### config.mk
export PLATFORM = sky130hd
export DESIGN_NAME = data_cache_burst_fsm
export DESIGN_NICKNAME = d
export VERILOG_FILES = /design/src/rtl/data_cache_burst_fsm.sv
export SDC_FILE = /design/constraint.sdc
export NUM_CORES = 1
export LEC_CHECK = 0
export CORE_UTILIZATION = 45
export DETAILED_ROUTE_END_ITERATION = 12
export PLACE_DENSITY = 0.79
export SYNTH_ARGS = -nofsm -noshare
export SYNTH_HDL_FRONTEND = slang
export SYNTH_SLANG_ARGS = --single-unit
### constraint.sdc
create_clock -name clk -period 2.4 [get_ports clk]
set_input_delay 0.24 -clock clk [delete_from_list [all_inputs] [get_ports clk]]
set_output_delay 0.24 -clock clk [all_outputs]
set_load 0.02 [all_outputs]
### src/rtl/data_cache_burst_fsm.sv
// Data cache controller FSM: tag check, dirty-victim write-back with B-response retry,
// and beat-counted line fill over an AXI-style burst interface.
module data_cache_burst_fsm #(
    parameter int unsigned BLOCK_WORDS     = 16,
    parameter bit          WB_ON_READ_MISS = 1'b1,
    parameter int unsigned MAX_RETRY       = 3
) (
    input  logic                           clk,
    input  logic                           arstn,
    input  logic                           i_start_check,
    input  logic                           i_write,
    input  logic                           i_hit,
    input  logic                           i_dirty,
    input  logic                           i_ar_ready,
    input  logic                           i_r_valid,
    input  logic                           i_r_last,
    input  logic                           i_aw_ready,
    input  logic                           i_w_ready,
    input  logic                           i_b_valid,
    input  logic [1:0]                     i_b_resp,
    input  logic                           i_err_clear,
    output logic                           o_stall,
    output logic                           o_data_block_write_en,
    output logic [$clog2(BLOCK_WORDS)-1:0] o_word_idx,
    output logic                           o_valid_update,
    output logic                           o_dirty_set,
    output logic                           o_dirty_clear,
    output logic                           o_lru_update,
    output logic                           o_ar_valid,
    output logic                           o_aw_valid,
    output logic                           o_w_valid,
    output logic                           o_w_last,
    output logic                           o_addr_control,
    output logic                           o_bus_error
);

    localparam int unsigned CW = $clog2(BLOCK_WORDS);
    localparam int unsigned RW = (MAX_RETRY > 0) ? $clog2(MAX_RETRY + 1) : 1;
    localparam logic [CW-1:0] LAST_IDX  = CW'(BLOCK_WORDS - 1);
    localparam logic [RW-1:0] RETRY_MAX = RW'(MAX_RETRY);

    typedef enum logic [2:0] {
        IDLE,
        COMPARE_TAG,
        WB_ADDR,
        WB_DATA,
        WB_RESP,
        AL_ADDR,
        AL_DATA
    } state_e;

    state_e        state_q, state_d;
    logic [CW-1:0] cnt_q, cnt_d;
    logic [RW-1:0] retry_q, retry_d;
    logic          err_q, err_d;
    logic          err_set;

    // State, beat counter, retry counter and sticky error
    always_ff @(posedge clk or negedge arstn) begin
        if (!arstn) begin
            state_q <= IDLE;
            cnt_q   <= '0;
            retry_q <= '0;
            err_q   <= 1'b0;
        end else begin
            state_q <= state_d;
            cnt_q   <= cnt_d;
            retry_q <= retry_d;
            err_q   <= err_d;
        end
    end

    // Next-state and handshake outputs; bus valids decode straight from state so reset drops them at once
    always_comb begin
        state_d               = state_q;
        cnt_d                 = cnt_q;
        retry_d               = retry_q;
        err_set               = 1'b0;
        o_stall               = 1'b1;
        o_addr_control        = 1'b1;
        o_data_block_write_en = 1'b0;
        o_word_idx            = '0;
        o_valid_update        = 1'b0;
        o_dirty_set           = 1'b0;
        o_dirty_clear         = 1'b0;
        o_lru_update          = 1'b0;
        o_ar_valid            = 1'b0;
        o_aw_valid            = 1'b0;
        o_w_valid             = 1'b0;
        o_w_last              = 1'b0;

        case (state_q)
            IDLE: begin
                if (i_start_check) begin
                    state_d = COMPARE_TAG;
                end
            end
            COMPARE_TAG: begin
                if (i_hit) begin
                    o_stall      = 1'b0;
                    o_lru_update = 1'b1;
                    o_dirty_set  = i_write;
                    state_d      = IDLE;
                end else if (i_dirty && (i_write || WB_ON_READ_MISS)) begin
                    retry_d = '0;
                    state_d = WB_ADDR;
                end else begin
                    state_d = AL_ADDR;
                end
            end
            WB_ADDR: begin
                o_aw_valid     = 1'b1;
                o_addr_control = 1'b0;
                if (i_aw_ready) begin
                    cnt_d   = '0;
                    state_d = WB_DATA;
                end
            end
            WB_DATA: begin
                o_w_valid      = 1'b1;
                o_addr_control = 1'b0;
                o_word_idx     = cnt_q;
                o_w_last       = (cnt_q == LAST_IDX);
                if (i_w_ready) begin
                    cnt_d = CW'(cnt_q + 1'b1);
                    if (cnt_q == LAST_IDX) begin
                        state_d = WB_RESP;
                    end
                end
            end
            WB_RESP: begin
                o_addr_control = 1'b0;
                if (i_b_valid) begin
                    if (i_b_resp == 2'b00) begin
                        o_dirty_clear = 1'b1;
                        state_d       = AL_ADDR;
                    end else if (retry_q < RETRY_MAX) begin
                        retry_d = RW'(retry_q + 1'b1);
                        state_d = WB_ADDR;
                    end else begin
                        // Retries exhausted: the victim line is dropped and the fill proceeds
                        err_set = 1'b1;
                        state_d = AL_ADDR;
                    end
                end
            end
            AL_ADDR: begin
                o_ar_valid = 1'b1;
                if (i_ar_ready) begin
                    cnt_d   = '0;
                    state_d = AL_DATA;
                end
            end
            AL_DATA: begin
                o_word_idx = cnt_q;
                if (i_r_valid) begin
                    o_data_block_write_en = 1'b1;
                    cnt_d                 = CW'(cnt_q + 1'b1);
                    if (i_r_last != (cnt_q == LAST_IDX)) begin
                        err_set = 1'b1;
                    end
                    // Completion follows the local beat count, not the bus last flag
                    if (cnt_q == LAST_IDX) begin
                        o_valid_update = 1'b1;
                        o_dirty_clear  = 1'b1;
                        state_d        = COMPARE_TAG;
                    end
                end
            end
            default: begin
                state_d = IDLE;
            end
        endcase

        err_d = err_set ? 1'b1 : (i_err_clear ? 1'b0 : err_q);
    end

    assign o_bus_error = err_q;

endmodule

### After elaboration in Yosys (flattened, before gate mapping)

Index checks and enable logic that the tools add are counted.

| operators by class | value |
|---|---|
| $add $sub $neg | 2 |
| order comparisons | 1 |
| eq/ne operators | 20 |
| multiplexer cells | 52 |
| reductions and logical operators | 10 |

Operator list:

| kind | count |
|---|---|
| two-way mux 3 bit | 12 |
| two-way mux 1 bit | 25 |
| inequality test 2 bit (second input constant) | 12 |
| one-hot mux 3 bit (7 select lines) | 1 |
| two-way mux 4 bit | 5 |
| one-hot mux 4 bit (4 select lines) | 1 |
| two-way mux 2 bit | 5 |
| equality test 3 bit (second input constant) | 3 |
| AND reduction 8 bit | 1 |
| equality test 3 x 2 -> 1 bit (second input constant) | 2 |
| AND reduction 6 bit | 1 |
| AND reduction 5 bit | 1 |
| adder 4 x 1 -> 4 bit (second input constant) | 1 |
| equality test 4 bit (second input constant) | 1 |
| one-hot mux 1 bit (2 select lines) | 2 |
| one-hot mux 2 bit (2 select lines) | 1 |
| nonzero test 2 bit | 2 |
| nonzero test 4 bit | 1 |
| equality test 3 x 1 -> 1 bit (second input constant) | 1 |
| zero test 3 bit | 1 |
| OR reduction 3 bit | 1 |
| adder 2 x 1 -> 2 bit (second input constant) | 1 |
| zero test 2 bit | 1 |
| < comparator 2 bit (second input constant) | 1 |
| other kinds (2) | 2 |

| word-level totals | value |
|---|---|
| flip-flop bits (word level) | 10 |
| input port bits | 15 |
| word-level logic and storage cells | 89 |

### Logic depth before layout (Yosys ltp)

Gate-level depths: netlist of the first run.

| logic depth | value |
|---|---|
| depth after elaboration | 6 |
| depth in mapped cells | 6 |
| mapped depth without buffers | 5 |

### Worst setup path before layout of the first run

OpenSTA, ideal clock, no wires.

| timing path | value |
|---|---|
| kind | register to output |
| from | register state_q[2] |
| to | output o_dirty_clear |
| arrival time | 1.587 ns |
| path slack | 0.573 ns |
| cell stages (with the launch flop) | 6 |
| buffers on the path | 1 |
| cell sequence | dfrtp_1 -> buf_4 -> inv_1 -> or2_2 -> nor2_1 -> a31o_2 |

| between the ends | value |
|---|---|
| longest elaborated chain between the ends | 2 |

RTL lines:

| element | line | text |
|---|---|---|
| start: declaration | 52 | `state_e state_q, state_d;` |
| start signal: assignment | 66 | `state_q <= state_d;` |
| equality test 3 bit | 92 | `case (state_q)` |
| one-hot mux 1 bit (2 select lines) * | 92 |  |
| end: declaration | 27 | `output logic o_dirty_clear,` |

Every way passes the cells marked *; elsewhere a longest branch is shown, timed or not.

### Worst setup path in the final report of the first run

Same ends and word-level chain as after synthesis.

==> results.py, run 1 <==
metrics = {
    "outcome": {
        "outcome": "finished clean",
    },
    "synthesis": {
        "netlist_top_cells_count": "nor2_1 (13), dfrtp_1 (10), inv_1 (7), nand2_1 (7)",
        "synth_most_common_cell": "nor2_1",
        "synth_area_sq_um": 925,
        "synth_largest_area_cell": "dfrtp_1",
        "syn_nets": 129,
        "synth_area_leaders": "dfrtp_1 (27%), nor2_1 (5.3%), mux2i_1 (4.3%)",
        "synth_ff_type": "dfrtp_1",
        "syn_inst": 111,
        "seq_area_frac_synth_pct": 27.1,
        "ys_ff_latch": 10,
        "synth_edf_count": 0,
        "yosys_warnings": 0,
        "async_reset_ff_share_pct": 100,
        "yosys.area.top_type_share_pct": 27.1,
        "syn_avg_cell_area_sq_um": 8.33,
        "yosysUniqueCellTypes": 47,
    },
    "timing": {
        "worst_slew_pin_slew_ps": 504,
        "clock.fmax_ghz": 0.436,
        "postLayoutSetupSlackWorst_ps": 109,
        "post-route-period-util_pct": 95.5,
        "rsz0062_at_grt": "false",
        "setup_violations": 0,
        "fin_crit_ps": 2290,
        "max_slew_margin_pct": 66.3,
        "drv_slew": 0,
        "finalSetupTns_ps": 0,
        "fin_worst_skew_ps": 3.85,
        "hold_viol": 0,
    },
    "detailed_routing": {
        "via_count": 966,
        "ant_nets": 0,
        "vias_per_cell": 5.65,
        "drt_pass1_iterations": 4,
        "drtIter0Drc": 15,
        "wl_mm": 2.29,
        "routedWlPerCell_um": 13.4,
        "drc": 0,
    },
    "worst_setup_path": {
        "required_ps": 2160,
        "arrival_ps": 2050,
        "critPathCaptureType": "output pin",
        "startpoint": "state_q[2]$_DFFE_PN0P_",
        "r2r_slack_ps": 490,
        "cp_max_fo": 5,
        "worstReg2RegEnd": "retry_q[0]$_DFFE_PN0P_",
        "reg2reg_depth": 5,
        "r2r_start": "state_q[0]$_DFFE_PN0P_",
        "cp-start-kind": "register",
        "path_class": "reg -> out",
        "critPathCapture": "o_dirty_clear",
    },
    "floorplanning": {
        "core-area_sq_mm": 0.00194,
        "num_rows": 16,
        "die_h_um": 47.3,
        "start_util_pct": 47.6,
        "dieArea_sq_mm": 0.00224,
        "die_w_um": 47.3,
        "io_pins": 31,
    },
    "clock_tree": {
        "cts_root_buffer": "clkbuf_4",
        "clk_latency_ps": 270,
        "cts_num_sinks": 10,
        "clk_path_buf_depth": 2,
        "cts-buffers-inserted": 3,
        "clk_pin_slew_ps": 80,
        "cts_tree": "yes",
        "h-tree-depth": 1,
        "ctsHoldBuffers": 0,
    },
    "pwr": {
        "clockPowerShare_pct": 11.8,
        "p_int_mw": 0.722,
        "power_density_mw_per_mm2": 1010,
        "comb_power_share_pct": 66.8,
        "irDropWorstVdd_mv": 0.630,
        "leakage_nw": 0.573,
        "netSwitchingPower_mw": 0.601,
        "swShare_pct": 45.4,
        "power_frac_seq_pct": 21.4,
    },
    "grt": {
        "gr-total-overflow": 0,
        "grtUsageTotal_pct": 21.4,
        "grt_pass1_wl_mm": 3.38,
        "grt_util_met1_pct": 27.9,
        "top_usage_layer": "met2",
        "antenna_found_initial": 0,
        "grt_max_degree": 29,
        "use_met2_pct": 36.7,
        "first_global_vias": 773,
        "gr-usage-met3_pct": 2.31,
    },
    "final_layout": {
        "antenna_cells": 0,
        "fin_nets": 163,
        "area_growth_syn_to_layout_pct": 41.9,
        "drive_gt1_share_pct": 12.5,
    },
    "run": {
        "cap_viol_max_count": 0,
    },
    "placement": {
        "dp_slack_ps": 163,
        "dp_hpwl_mm": 1.76,
        "io_buffers": 30,
        "gp_congestion": 0.869,
    },
    "min_path": {
        "hp-class": "in -> async",
    },
}
## layout by cell type, fill, tap and decap left out, types with 2 or more instances in the layout
cell and instances:
or2_2 2, a41oi_1 2, buf_4 5, nor3_1 3, ha_1 3, o21ai_0 2
inv_1 7, nand3b_1 4, and2_1 3, and4b_1 2, and3_1 4, nand2b_1 2
clkbuf_4 3, a21oi_1 2, dfrtp_1 10, nand4_1 3, nor2b_1 3, mux2i_1 4
nand3_1 2, nand2_1 7, nor4bb_1 2, nor2_1 13, clkdlybuf4s50_1 29
## metal layers
layer / up-vias / part of all wire (%)
li1: 480 / -
met1: 465 / 45
met2: 19 / 52
met3: 2 / 2.8
met4: 0 / 0.61
met5: - / 0
## power by group through the flow
| stage | Clock (mW) | Sequential [mW] | Combinational, mW |
|---|---|---|---|
| 6_report | 0.156 | 0.283 | 0.883 |
| 5_1_grt | 0.168 | 0.294 | 0.965 |
| 4_1_cts | 0.160 | 0.281 | 0.873 |
| 3_5_place_dp | 0 | 0.284 | 0.871 |
| 3_3_place_gp | 0 | 0.280 | 0.851 |
| 2_1_floorplan | 0 | 0.273 | 0.619 |
## worst min-delay path by stage
stage	endpoint	slack (ps)	depth (start not counted)
after floorplan	cnt_q[0]$_DFFE_PN0P_	-60	0
after global placement	retry_q[1]$_DFFE_PN0P_	540	2
after detailed placement	retry_q[1]$_DFFE_PN0P_	550	2
after CTS	cnt_q[3]$_DFFE_PN0P_	320	1
after global routing	cnt_q[2]$_DFFE_PN0P_	350	1
final	cnt_q[1]$_DFFE_PN0P_	300	1
## worst max-delay path, cell delays in order (launching register included)
cell             delay (ps)
dfrtp_1                 510
inv_1                    90
or2_2                   330
nor2_1                  150
a31o_2                  120
clkdlybuf4s50_1         590
## kinds of logic (layout without fill, tap and decap cells)
kind of cell             after synthesis  count (layout)  share of synthesized area [%]
AND/OR/NAND/NOR                       57              57                           36.8
AO/OA/AOI/OAI                         21              21                           18.0
buffers and inverters                 13              46                           6.63
flip-flops                            10              10                           27.1
multiplexers                           5               5                           5.55
adder cells (fa/ha/maj)                3               3                           4.06
XOR/XNOR                               2               2                           1.89
## layout make-up
| class | count | area, sq um |
|---|---|---|
| Inverter | 7 | 26.3 |
| Fill cell | 167 | 629 |
| Multi-Input combinational cell | 88 | 626 |
| Tap cell | 27 | 33.8 |
| Timing Repair Buffer | 35 | 340 |
| Clock buffer | 4 | 36.3 |
| Sequential cell | 10 | 250 |
## state kept, by name (all words and copies together) (netlist names)
signal,flops
cnt_q,4
state_q,3
retry_q,2
o_bus_error,1
## stage by stage
stage	area (sq um)	util (%)	total power, mW	cells	hold WS [ps]
floorplan	925	-	0.892	111	-55.6
global placement	1260	64.9	1.13	167	535
detailed placement	1260	64.9	1.15	167	546
CTS	1300	66.8	1.31	171	319
global route	1310	67.6	1.43	171	351
finish	1310	67.6	1.32	171	303
## repair_timing
item	in CTS	in global routing
buffers inserted	0	0
resized for setup	0	3
endpoints found under the setup margin	0	6
(Power assumes the default switching activity.)
==> run 2, diff against run 1 <==
- ABC_AREA: not set -> 0
- CORE_ASPECT_RATIO: not set -> 0.7
- CTS_CLUSTER_SIZE: not set -> 30
==> results.py, run 2 (synthesized netlist as in run 1, its figures left out) <==
metrics = {
    "floorplanning": {
        "core-area_sq_mm": 0.00189,
        "die_h_um": 39.9,
        "num_rows": 13,
        "start_util_pct": 49.0,
        "dieArea_sq_mm": 0.00224,
        "io_pins": 31,
        "die_w_um": 56.2,
    },
    "final_layout": {
        "fill_cells": 150,
        "fin_nets": 166,
        "reg_top3": "cnt_q: 4 flops, state_q: 3 flops, retry_q: 2 flops",
        "final_common_cell": "clkdlybuf4s50_1",
        "layout_common_cells": "clkdlybuf4s50_1 (29), nor2_1 (13), dfrtp_1 (9)",
        "fin_area_sq_mm": 0.00131,
        "seq_area_sq_um": 251,
        "top_register": "cnt_q",
        "area_growth_syn_to_layout_pct": 41.8,
        "antenna_cells": 0,
        "multi_input_area_sq_um": 621,
        "final_util_pct": 69.5,
        "largest_reg_flops": 4,
        "drive_gt1_share_pct": 13.7,
    },
    "detailed_routing": {
        "drtIter0Drc": 36,
        "drt_pass1_iterations": 4,
        "drc": 0,
        "routedWlPerCell_um": 15.0,
        "via_count": 975,
        "vias_per_cell": 5.80,
        "wl_mm": 2.51,
        "ant_nets": 0,
    },
    "placement": {
        "gp_congestion": 0.822,
        "io_buffers": 30,
        "dp_slack_ps": 144,
        "place_area_sq_mm": 0.00125,
        "dp_hpwl_mm": 1.91,
    },
    "worst_setup_path": {
        "path_class": "reg -> out",
        "arrival_ps": 1990,
        "required_ps": 2160,
        "worstPathCellList": "buf_4 -> nor2b_1 -> and3b_1 -> and2_1 -> clkdlybuf4s50_1",
        "cp_max_fo": 10,
        "cp_slowest_cell": "clkdlybuf4s50_1",
        "cp-start-kind": "register",
        "critPathCaptureType": "output pin",
        "critPathMaxStageDelay_ps": 600,
    },
    "timing": {
        "fin_worst_skew_ps": 4.35,
        "postLayoutSetupSlackWorst_ps": 167,
        "finalSetupTns_ps": 0,
        "hold_viol": 0,
        "worst_slew_pin_slew_ps": 530,
        "fin_crit_ps": 2230,
        "setup_violations": 0,
        "max_slew_margin_pct": 64.2,
        "clock.fmax_ghz": 0.448,
        "holdWs_ps": 298,
        "post-route-period-util_pct": 93.1,
        "drv_slew": 0,
        "rsz0062_at_grt": "false",
    },
    "run": {
        "cap_viol_max_count": 0,
    },
    "pwr": {
        "leakage_nw": 0.580,
        "irDropWorstVdd_mv": 0.686,
        "power_density_mw_per_mm2": 1010,
    },
    "clock_tree": {
        "h-tree-depth": 1,
        "clk_latency_ps": 270,
        "cts_root_buffer": "clkbuf_4",
        "clk_pin_slew_ps": 70,
        "cts_tree": "yes",
        "clk_path_buf_depth": 2,
        "cts-buffers-inserted": 3,
        "cts_num_sinks": 10,
    },
    "grt": {
        "gr-total-overflow": 0,
        "grt_max_degree": 29,
        "grt_pass1_wl_mm": 3.87,
        "grtUsageTotal_pct": 23.8,
        "antenna_found_initial": 0,
        "first_global_vias": 832,
    },
    "outcome": {
        "outcome": "finished clean",
    },
    "min_path": {
        "hp-class": "in -> async",
    },
}
-- run 2: cell count changes in the layout (fill, tap and decap cells not counted) --
cell,previous run,this run
buf_4,5,8
clkbuf_8,1,0
dfrtp_1,10,9
dfrtp_2,0,1
nand3_1,2,3
nand3_2,1,0
-- run 2: path summary, 6_finish.rpt --
| path | start | end | slack, ps | cells past startpoint |
|---|---|---|---|---|
| max | state_q[0]$_DFFE_PN0P_ | o_dirty_set | 170 | 5 |
| min | arstn | cnt_q[3]$_DFFE_PN0P_ | 300 | 1 |
| max reg2reg | state_q[0]$_DFFE_PN0P_ | retry_q[0]$_DFFE_PN0P_ | 470 | 5 |
| min reg2reg | retry_q[1]$_DFFE_PN0P_ | retry_q[1]$_DFFE_PN0P_ | 570 | 2 |
| max in group asynchronous | arstn | state_q[2]$_DFFE_PN0P_ | 1740 | 1 |
| min in group clk | retry_q[1]$_DFFE_PN0P_ | retry_q[1]$_DFFE_PN0P_ | 570 | 2 |
-- run 2: critical path: cells and delay by family (launching register included) --
kind | cells | cell delay (ps)
buf+inv | 2 | 790
simple gates | 3 | 560
flops | 1 | 380
-- run 2: layout make-up --
cell class | instances | share of cell area, %
multi-input cells | 88 | 47.3
repair buffers | 38 | 27.7
flip-flops and latches | 10 | 19.2
well taps | 22 | 2.10
inverters | 7 | 2.00
clock buffers | 3 | 1.72
-- run 2: repair_timing --
action                                  in CTS  in global routing
cloned                                       0                  0
resized for setup                            1                  2
hold endpoints to repair                     0                  0
buffers inserted                             0                  3
endpoints found under the setup margin       1                  4
hold buffers                                 0                  0
-- run 2: layer usage --
metal,GRT usage [%],part of all wire (%),vias up
met2,39.6,46,45
li1,-,-,477
met4,9.15,1.2,0
met5,0,0,-
met3,7.59,7.6,4
met1,29.7,45,449
-- run 2: report_power, final --
| group | total [mW] | internal [mW] | switching [mW] | leakage (nW) |
|---|---|---|---|---|
| clock network | 0.116 | 0.0580 | 0.0577 | 0.0138 |
| registers | 0.291 | 0.227 | 0.0638 | 0.131 |
| logic | 0.916 | 0.418 | 0.498 | 0.435 |
-- run 2: stage by stage --
| stage | cells | power [mW] |
|---|---|---|
| 6_report | 168 | 1.32 |
| 5_1_grt | 168 | 1.42 |
| 4_1_cts | 165 | 1.28 |
| 3_5_place_dp | 162 | 1.15 |
| 3_3_place_gp | 162 | 1.13 |
| 2_1_floorplan | 111 | 0.892 |
==> run 3, diff against run 2 <==
- CAP_MARGIN: not set -> 5
==> results of run 3 <==
The final DEF is identical to that of run 2; final timing and power are the same.
